### src/rtl/csr_file.sv
// Machine-mode CSR file: combinational decode reads, commit-side writes/traps/mret, M-mode counters.
// Latency: reads 0 cycles; state updates and the fetch redirect are visible 1 cycle after the edge.
// Backpressure: none; every request and event is consumed on the cycle it is presented.
package common;
    typedef logic [63:0] word_t;

    typedef struct packed {
        logic        valid;
        logic        w_valid;
        logic [11:0] ra;
    } csr_input_t;

    typedef struct packed {
        word_t rd;
    } csr_output_t;
endpackage

module csr_file
    import common::*;
(
    input  logic        clk,
    input  logic        reset,
    input  csr_input_t  csr_input,
    output csr_output_t csr_output,
    input  logic        wr_valid,
    input  logic [11:0] wr_addr,
    input  word_t       wr_data,
    input  logic        commit_valid,
    input  logic        trap_valid,
    input  word_t       trap_pc,
    input  word_t       trap_cause,
    input  word_t       trap_tval,
    input  logic        mret_valid,
    output logic        redirect_valid,
    output word_t       redirect_pc
);
    localparam logic [11:0] A_MSTATUS  = 12'h300;
    localparam logic [11:0] A_MIE      = 12'h304;
    localparam logic [11:0] A_MTVEC    = 12'h305;
    localparam logic [11:0] A_MSCRATCH = 12'h340;
    localparam logic [11:0] A_MEPC     = 12'h341;
    localparam logic [11:0] A_MCAUSE   = 12'h342;
    localparam logic [11:0] A_MTVAL    = 12'h343;
    localparam logic [11:0] A_MIP      = 12'h344;
    localparam logic [11:0] A_MCYCLE   = 12'hB00;
    localparam logic [11:0] A_MINSTRET = 12'hB02;

    // Only MIE[3], MPIE[7] and MPP[12:11] exist in mstatus.
    localparam word_t MSTATUS_MASK = 64'h0000_0000_0000_1888;

    word_t mstatus, mie, mtvec, mscratch, mepc, mcause, mtval, mip, mcycle, minstret;

    logic  wr_en;
    word_t wr_val;
    logic  unused_w_valid;

    assign unused_w_valid = csr_input.w_valid;

    function automatic logic is_impl(input logic [11:0] a);
        case (a)
            A_MSTATUS, A_MIE, A_MTVEC, A_MSCRATCH, A_MEPC,
            A_MCAUSE, A_MTVAL, A_MIP, A_MCYCLE, A_MINSTRET: return 1'b1;
            default: return 1'b0;
        endcase
    endfunction

    function automatic word_t wr_mask(input logic [11:0] a, input word_t d);
        case (a)
            A_MSTATUS:      return d & MSTATUS_MASK;
            A_MTVEC, A_MEPC: return d & ~64'h3;
            default:        return d;
        endcase
    endfunction

    // A write shadowed by a trap or mret never lands, so it is not bypassed either.
    assign wr_en  = wr_valid & ~trap_valid & ~mret_valid;
    assign wr_val = wr_mask(wr_addr, wr_data);

    always_comb begin
        csr_output.rd = '0;
        if (csr_input.valid) begin
            if (wr_en && wr_addr == csr_input.ra && is_impl(csr_input.ra)) begin
                csr_output.rd = wr_val;
            end else begin
                case (csr_input.ra)
                    A_MSTATUS:  csr_output.rd = mstatus;
                    A_MIE:      csr_output.rd = mie;
                    A_MTVEC:    csr_output.rd = mtvec;
                    A_MSCRATCH: csr_output.rd = mscratch;
                    A_MEPC:     csr_output.rd = mepc;
                    A_MCAUSE:   csr_output.rd = mcause;
                    A_MTVAL:    csr_output.rd = mtval;
                    A_MIP:      csr_output.rd = mip;
                    A_MCYCLE:   csr_output.rd = mcycle;
                    A_MINSTRET: csr_output.rd = minstret;
                    default:    csr_output.rd = '0;
                endcase
            end
        end
    end

    always_ff @(posedge clk) begin
        if (reset) begin
            mstatus        <= '0;
            mie            <= '0;
            mtvec          <= '0;
            mscratch       <= '0;
            mepc           <= '0;
            mcause         <= '0;
            mtval          <= '0;
            mip            <= '0;
            mcycle         <= '0;
            minstret       <= '0;
            redirect_valid <= 1'b0;
            redirect_pc    <= '0;
        end else begin
            redirect_valid <= trap_valid | mret_valid;
            mcycle         <= mcycle + 64'd1;
            if (!trap_valid) begin
                minstret <= minstret + {63'd0, commit_valid};
            end

            // Later assignments below override the counter defaults above.
            if (trap_valid) begin
                mepc        <= trap_pc & ~64'h3;
                mcause      <= trap_cause;
                mtval       <= trap_tval;
                mstatus     <= {51'd0, 2'b11, 3'd0, mstatus[3], 7'd0};
                redirect_pc <= mtvec;
            end else if (mret_valid) begin
                mstatus     <= {51'd0, 2'b11, 3'd0, 1'b1, 3'd0, mstatus[7], 3'd0};
                redirect_pc <= mepc;
            end else if (wr_valid) begin
                case (wr_addr)
                    A_MSTATUS:  mstatus  <= wr_val;
                    A_MIE:      mie      <= wr_val;
                    A_MTVEC:    mtvec    <= wr_val;
                    A_MSCRATCH: mscratch <= wr_val;
                    A_MEPC:     mepc     <= wr_val;
                    A_MCAUSE:   mcause   <= wr_val;
                    A_MTVAL:    mtval    <= wr_val;
                    A_MIP:      mip      <= wr_val;
                    A_MCYCLE:   mcycle   <= wr_val;
                    A_MINSTRET: minstret <= wr_val;
                    default:    ;
                endcase
            end
        end
    end
endmodule

### config.mk
export PLATFORM = sky130hd
export DESIGN_NAME = csr_file
export DESIGN_NICKNAME = d
export VERILOG_FILES = /design/src/rtl/csr_file.sv
export SDC_FILE = /design/constraint.sdc
export NUM_CORES = 2
export LEC_CHECK = 0
export ABC_CLOCK_PERIOD_IN_PS = 4270
export CAP_MARGIN = 0
export CORE_ASPECT_RATIO = 1.25
export CORE_MARGIN = 3
export CORE_UTILIZATION = 47
export DETAILED_ROUTE_END_ITERATION = 10
export HOLD_SLACK_MARGIN = 0.05
export PLACE_DENSITY_LB_ADDON = 0.12
export SETUP_SLACK_MARGIN = 0.1
export SLEW_MARGIN = 40
export SYNTH_ARGS = -nofsm -noshare
export SYNTH_HDL_FRONTEND = slang
export SYNTH_SLANG_ARGS = --single-unit
export TNS_END_PERCENT = 20
### constraint.sdc
create_clock -name clk -period 4.27 [get_ports clk]
set_clock_uncertainty 0.05 [all_clocks]
set_input_delay 1.281 -clock clk [delete_from_list [all_inputs] [get_ports clk]]
set_output_delay 1.281 -clock clk [all_outputs]
set_load 0.03 [all_outputs]
# [Word level (Yosys, flattened, before mapping)]
# Index checks and enable logic that the tools add are counted.
[op_classes] n_addsub=2 n_eq_ne=22 muxes=33 bitwise_logic=5 reduce_logical=26
[ops] cell="2-to-1 mux 64 bit" n=25
[ops] cell="case mux 64 bit (10 select lines)" n=1
[ops] cell="equality test 12 x 10 -> 1 bit, second input constant" n=16
[ops] cell="case mux 64 bit (2 select lines)" n=1
[ops] cell="adder 64 x 1 -> 64 bit" n=1
[ops] cell="adder 64 x 1 -> 64 bit, second input constant" n=1
[ops] cell="2-to-1 mux 13 bit" n=4
[ops] cell="equality test 12 bit, second input constant" n=4
[ops] cell="AND reduction 4 bit" n=4
[ops] cell="nonzero test 2 bit" n=7
[ops] cell="equality test 12 bit" n=1
[ops] cell="AND reduction 3 bit" n=4
[ops] cell="OR reduction 10 bit" n=1
[ops] cell="AND reduction 2 bit" n=3
[ops] cell="nonzero test 3 bit" n=2
[ops] cell="OR reduction 2 bit" n=2
[ops] cell="OR reduction 3 bit" n=1
[ops] cell="AND 1 bit" n=2
[ops] cell="logical AND 1 bit" n=2
[ops] cell="2-to-1 mux 1 bit" n=2
[ops] cell="inequality test 2 bit, second input constant" n=1
[ops] cell="inverter 1 bit" n=2
[ops] cell="bitwise OR 1 bit" n=1
[totals] regBits=705

# [Logic depth before layout (Yosys ltp)]
[logic_depth] ltp_word=7 ltp_mapped=11 depth_no_buf=7

# [Worst setup path after synthesis]
# Ideal clock, no wire load.
[synth_path] path_kind="input to output" from="in csr_input[0] (netlist name)" to="out csr_output[34] (netlist name)" arrival_ps=3706 required_time_ps=2939 setup_slack_ps=-767 cell_stages=9 n_path_buf=3 cell_sequence="clkbuf_1 > or4_1 > clkbuf_1 > nor3_2 > buf_2 > nand2_1 > o21ai_0 > a22oi_1 > a221oi_1"
[synth_lines] item="start, declared" line="23" source="input csr_input_t csr_input,"
[synth_lines] item="end, declared" line="24" source="output csr_output_t csr_output,"

==> qor.txt <==
Starting DRT DRC Count -> 4556
hold path cells -> 2
Vias/cell -> 6.37
R2R Path End -> mcycle[63]
Cell Rows -> 112
syn_area_per_cell -> 7.88 µm²
CTS Hold Bufs -> 0
Post-synth EDFFs -> 0
count of cell types in the netlist -> 70
Min Hold Slack -> 398 ps
io pins -> 417
Tcrit/Tclk final -> 115%
unrepaired setup endpoints after global routing -> true
antenna viol nets, final -> 0
WP data required -> 2940 ps
sink of the worst hold path -> mie[27]
status -> finished with violations
H-tree depth -> 3
first-pass GRT wire length -> 269000 µm
core area -> 75300 µm²
PortBufs -> 413
share of cells above drive strength 1 -> 20.3%
via count -> 39500
Post-Synthesis Cells -> 4564
Avg WL per Cell -> 31.1 µm
R2R depth -> 6
path category of the worst min-delay check -> flop to flop
CTS Buffer Depth -> 3
gp weighted congestion -> 1.02
# setup viols final -> 64
Finished Core Util -> 66.5%
Power Density -> 320 nW/µm²
vias in the first global route -> 37600
#FFs+latches synth -> 705
dpl cells -> 5994
initial antenna violation count -> 15
final hold violations -> 0
maxcap violations -> 0
WP data arrival -> 3560 ps
crit start category -> input port
Tot Pwr -> 16.0 mW
fin crit period -> 4890 ps
DRC Markers -> 0
clock latency on the worst-skew pair -> 660 ps
number of clock sinks -> 705
Setup WS pre-CTS -> -1200 ps
clock tree root buffer cell -> clkbuf_16
CP max FO -> 6
die height -> 315 µm
CTS tree -> built
total gr overflow -> 0
initial core utilization -> 47.8%
Worst slew margin -> 42.0%
Worst VDD drop -> 0.333 mV
fin. max-slew vios -> 0
post-synthesis net count -> 4855
hpwl dp -> 141000 µm
flop2flop setup slack -> 1220 ps
Hold Crit Start -> mie[27]
largest net degree at the start of global routing -> 111
fmax -> 0.204 GHz
Crit. End Element -> output port
Die X -> 253 µm
total CTS buffers -> 76
area of the mapped netlist -> 36000 µm²
failing checks -> negative setup slack
worst-margin pin slew -> 870 ps
nets -> 5450
Yosys Warn Count -> 0
drt total wl -> 193000 µm
asr flop ratio synth -> 0%
synthesis-to-finish area growth -> 39.0%
GRT Util Overall -> 46.7%
die area -> 79900 µm²
critical path class -> input port to output port
1st-pass router iterations -> 9
Synth Flop Type -> dfxtp_1
fin worst setup slack -> -621 ps
FF-to-FF Start -> mcycle[24]
clock slew at reported path FFs -> 60 ps
post-synthesis sequential area ratio -> 39.2%
leakage -> 18.2 nW
final std cells w/o fill -> 6197
-- sequential cells by signal, indices dropped and copies added, names as in the netlist --
register and count:
mcause 64, mcycle 64, mepc 64, mie 64, minstret 64, mip 64, mscratch 64, mstatus 64
mtval 64, mtvec 64, redirect_pc 64, redirect_valid 1
-- worst max-delay path: stages --
cell and delay [ps]:
buf_8 100, nor4b_4 350, buf_4 180, and3b_2 300
buf_6 120, and3_4 280, buf_6 130, buf_6 90
a222oi_1 90, a31oi_2 450, buf_12 180
-- stage by stage --
step / instance area [µm²] / setup TNS (ps)
final: 50000 / -33950
after global routing: 50000 / -34530
after CTS: 49600 / -30630
after detailed placement: 45400 / -64380
after global placement: 45400 / -65900
after floorplan: 36600 / -15310
-- cell families (layout without fill, tap and decap cells) --
family | count (synthesis) | in the layout | synth area share, %
flip-flops | 705 | 705 | 39.2
other | 0 | 9 | 0
AND/OR/NAND/NOR | 1690 | 1690 | 21.5
buffers and inverters | 508 | 1163 | 5.49
adder cells (fa/ha/maj) | 3 | 3 | 0.104
multiplexers | 316 | 316 | 8.99
AO/OA/AOI/OAI | 1221 | 1221 | 21.7
XOR/XNOR | 121 | 121 | 2.95
-- placed cells by master, fill, tap and decap left out, drive strengths merged, types with 56 or more instances in the layout --
cell type      netlist  routed
a21oi              429     429
nor2b              114     114
nor3                79      79
buf                 72     638
o21ai              204     204
a211oi             151     151
and2                91      91
clkdlybuf4s50        0     321
nand2              750     750
xnor2               80      80
o21a                99      99
nand3              101     101
clkbuf             378     109
mux2i              260     260
nor2               366     366
inv                 58      63
a22oi              101     101
a221oi              59      59
dfxtp              705     705
mux2                56      56
-- layout make-up --
| cell class | count | area, µm² |
|---|---|---|
| clock inverter | 34 | 553 |
| tap | 969 | 1210 |
| fill | 6459 | 25200 |
| inverter | 58 | 218 |
| antenna | 9 | 22.5 |
| clock buffer | 104 | 2190 |
| timing repair buffer | 967 | 10300 |
| sequential | 705 | 14100 |
| multi-input combinational | 3351 | 21500 |
-- timing repair --
item / in CTS / in global routing
gates resized for setup: 306 / 87
buffers inserted: 39 / 9
endpoints found under the setup margin: 64 / 64
endpoints found under the hold margin: 0 / 0
pin swaps: 78 / 38
gates cloned: 7 / 1
-- report_power, final --
group	internal, mW	switching (mW)	total, mW
clock	4.36	3.08	7.44
combinational	0.720	1.00	1.72
sequential	6.70	0.127	6.83
total	11.8	4.21	16.0
-- routing by layer --
layer  track usage [%]  share of wire [%]  vias to the layer above
met5            0.0608              0.018                        -
met1              51.9                 34                    18800
met4              45.8                 12                        6
met3              10.8                9.5                      864
met2              72.9                 44                     2564
li1                  -                  -                    17300
-- worst max-delay path by stage --
stage                      start              to  slack, ps  cells past startpoint
floorplan           csr_input[0]  csr_output[41]       -310                      9
global placement    csr_input[5]  csr_output[35]      -1240                     11
detailed placement  csr_input[5]  csr_output[35]      -1200                     11
CTS                   wr_addr[9]  csr_output[25]       -550                     12
global route        csr_input[3]  csr_output[34]       -630                     12
finish              csr_input[5]  csr_output[31]       -620                     11
-- Yosys cell counts (27+ instances only) --
| cell type | instances | share of area (%) |
|---|---|---|
| nand2_1 | 750 | 7.8 |
| dfxtp_1 | 705 | 39 |
| a21oi_1 | 429 | 6.0 |
| clkbuf_1 | 378 | 3.9 |
| nor2_1 | 366 | 3.8 |
| mux2i_1 | 260 | 7.2 |
| o21ai_0 | 202 | 2.8 |
| a211oi_1 | 149 | 3.1 |
| nor2b_1 | 114 | 2.0 |
| a22oi_1 | 101 | 2.1 |
| nand3_1 | 101 | 1.4 |
| o21a_1 | 99 | 2.1 |
| xnor2_1 | 80 | 1.9 |
| and2_1 | 78 | 1.4 |
| nor3_1 | 77 | 1.1 |
| a221oi_1 | 59 | 1.4 |
| inv_1 | 58 | 0.61 |
| mux2_2 | 56 | 1.8 |
| buf_2 | 50 | 0.70 |
| nand4_1 | 47 | 0.82 |
| xor2_1 | 41 | 1.0 |
| o221ai_1 | 35 | 0.85 |
| nor4_1 | 31 | 0.54 |
| o22ai_1 | 29 | 0.50 |
| a22o_1 | 28 | 0.68 |
| and3_1 | 27 | 0.47 |
Note: power is estimated with default switching activity, not from simulation.
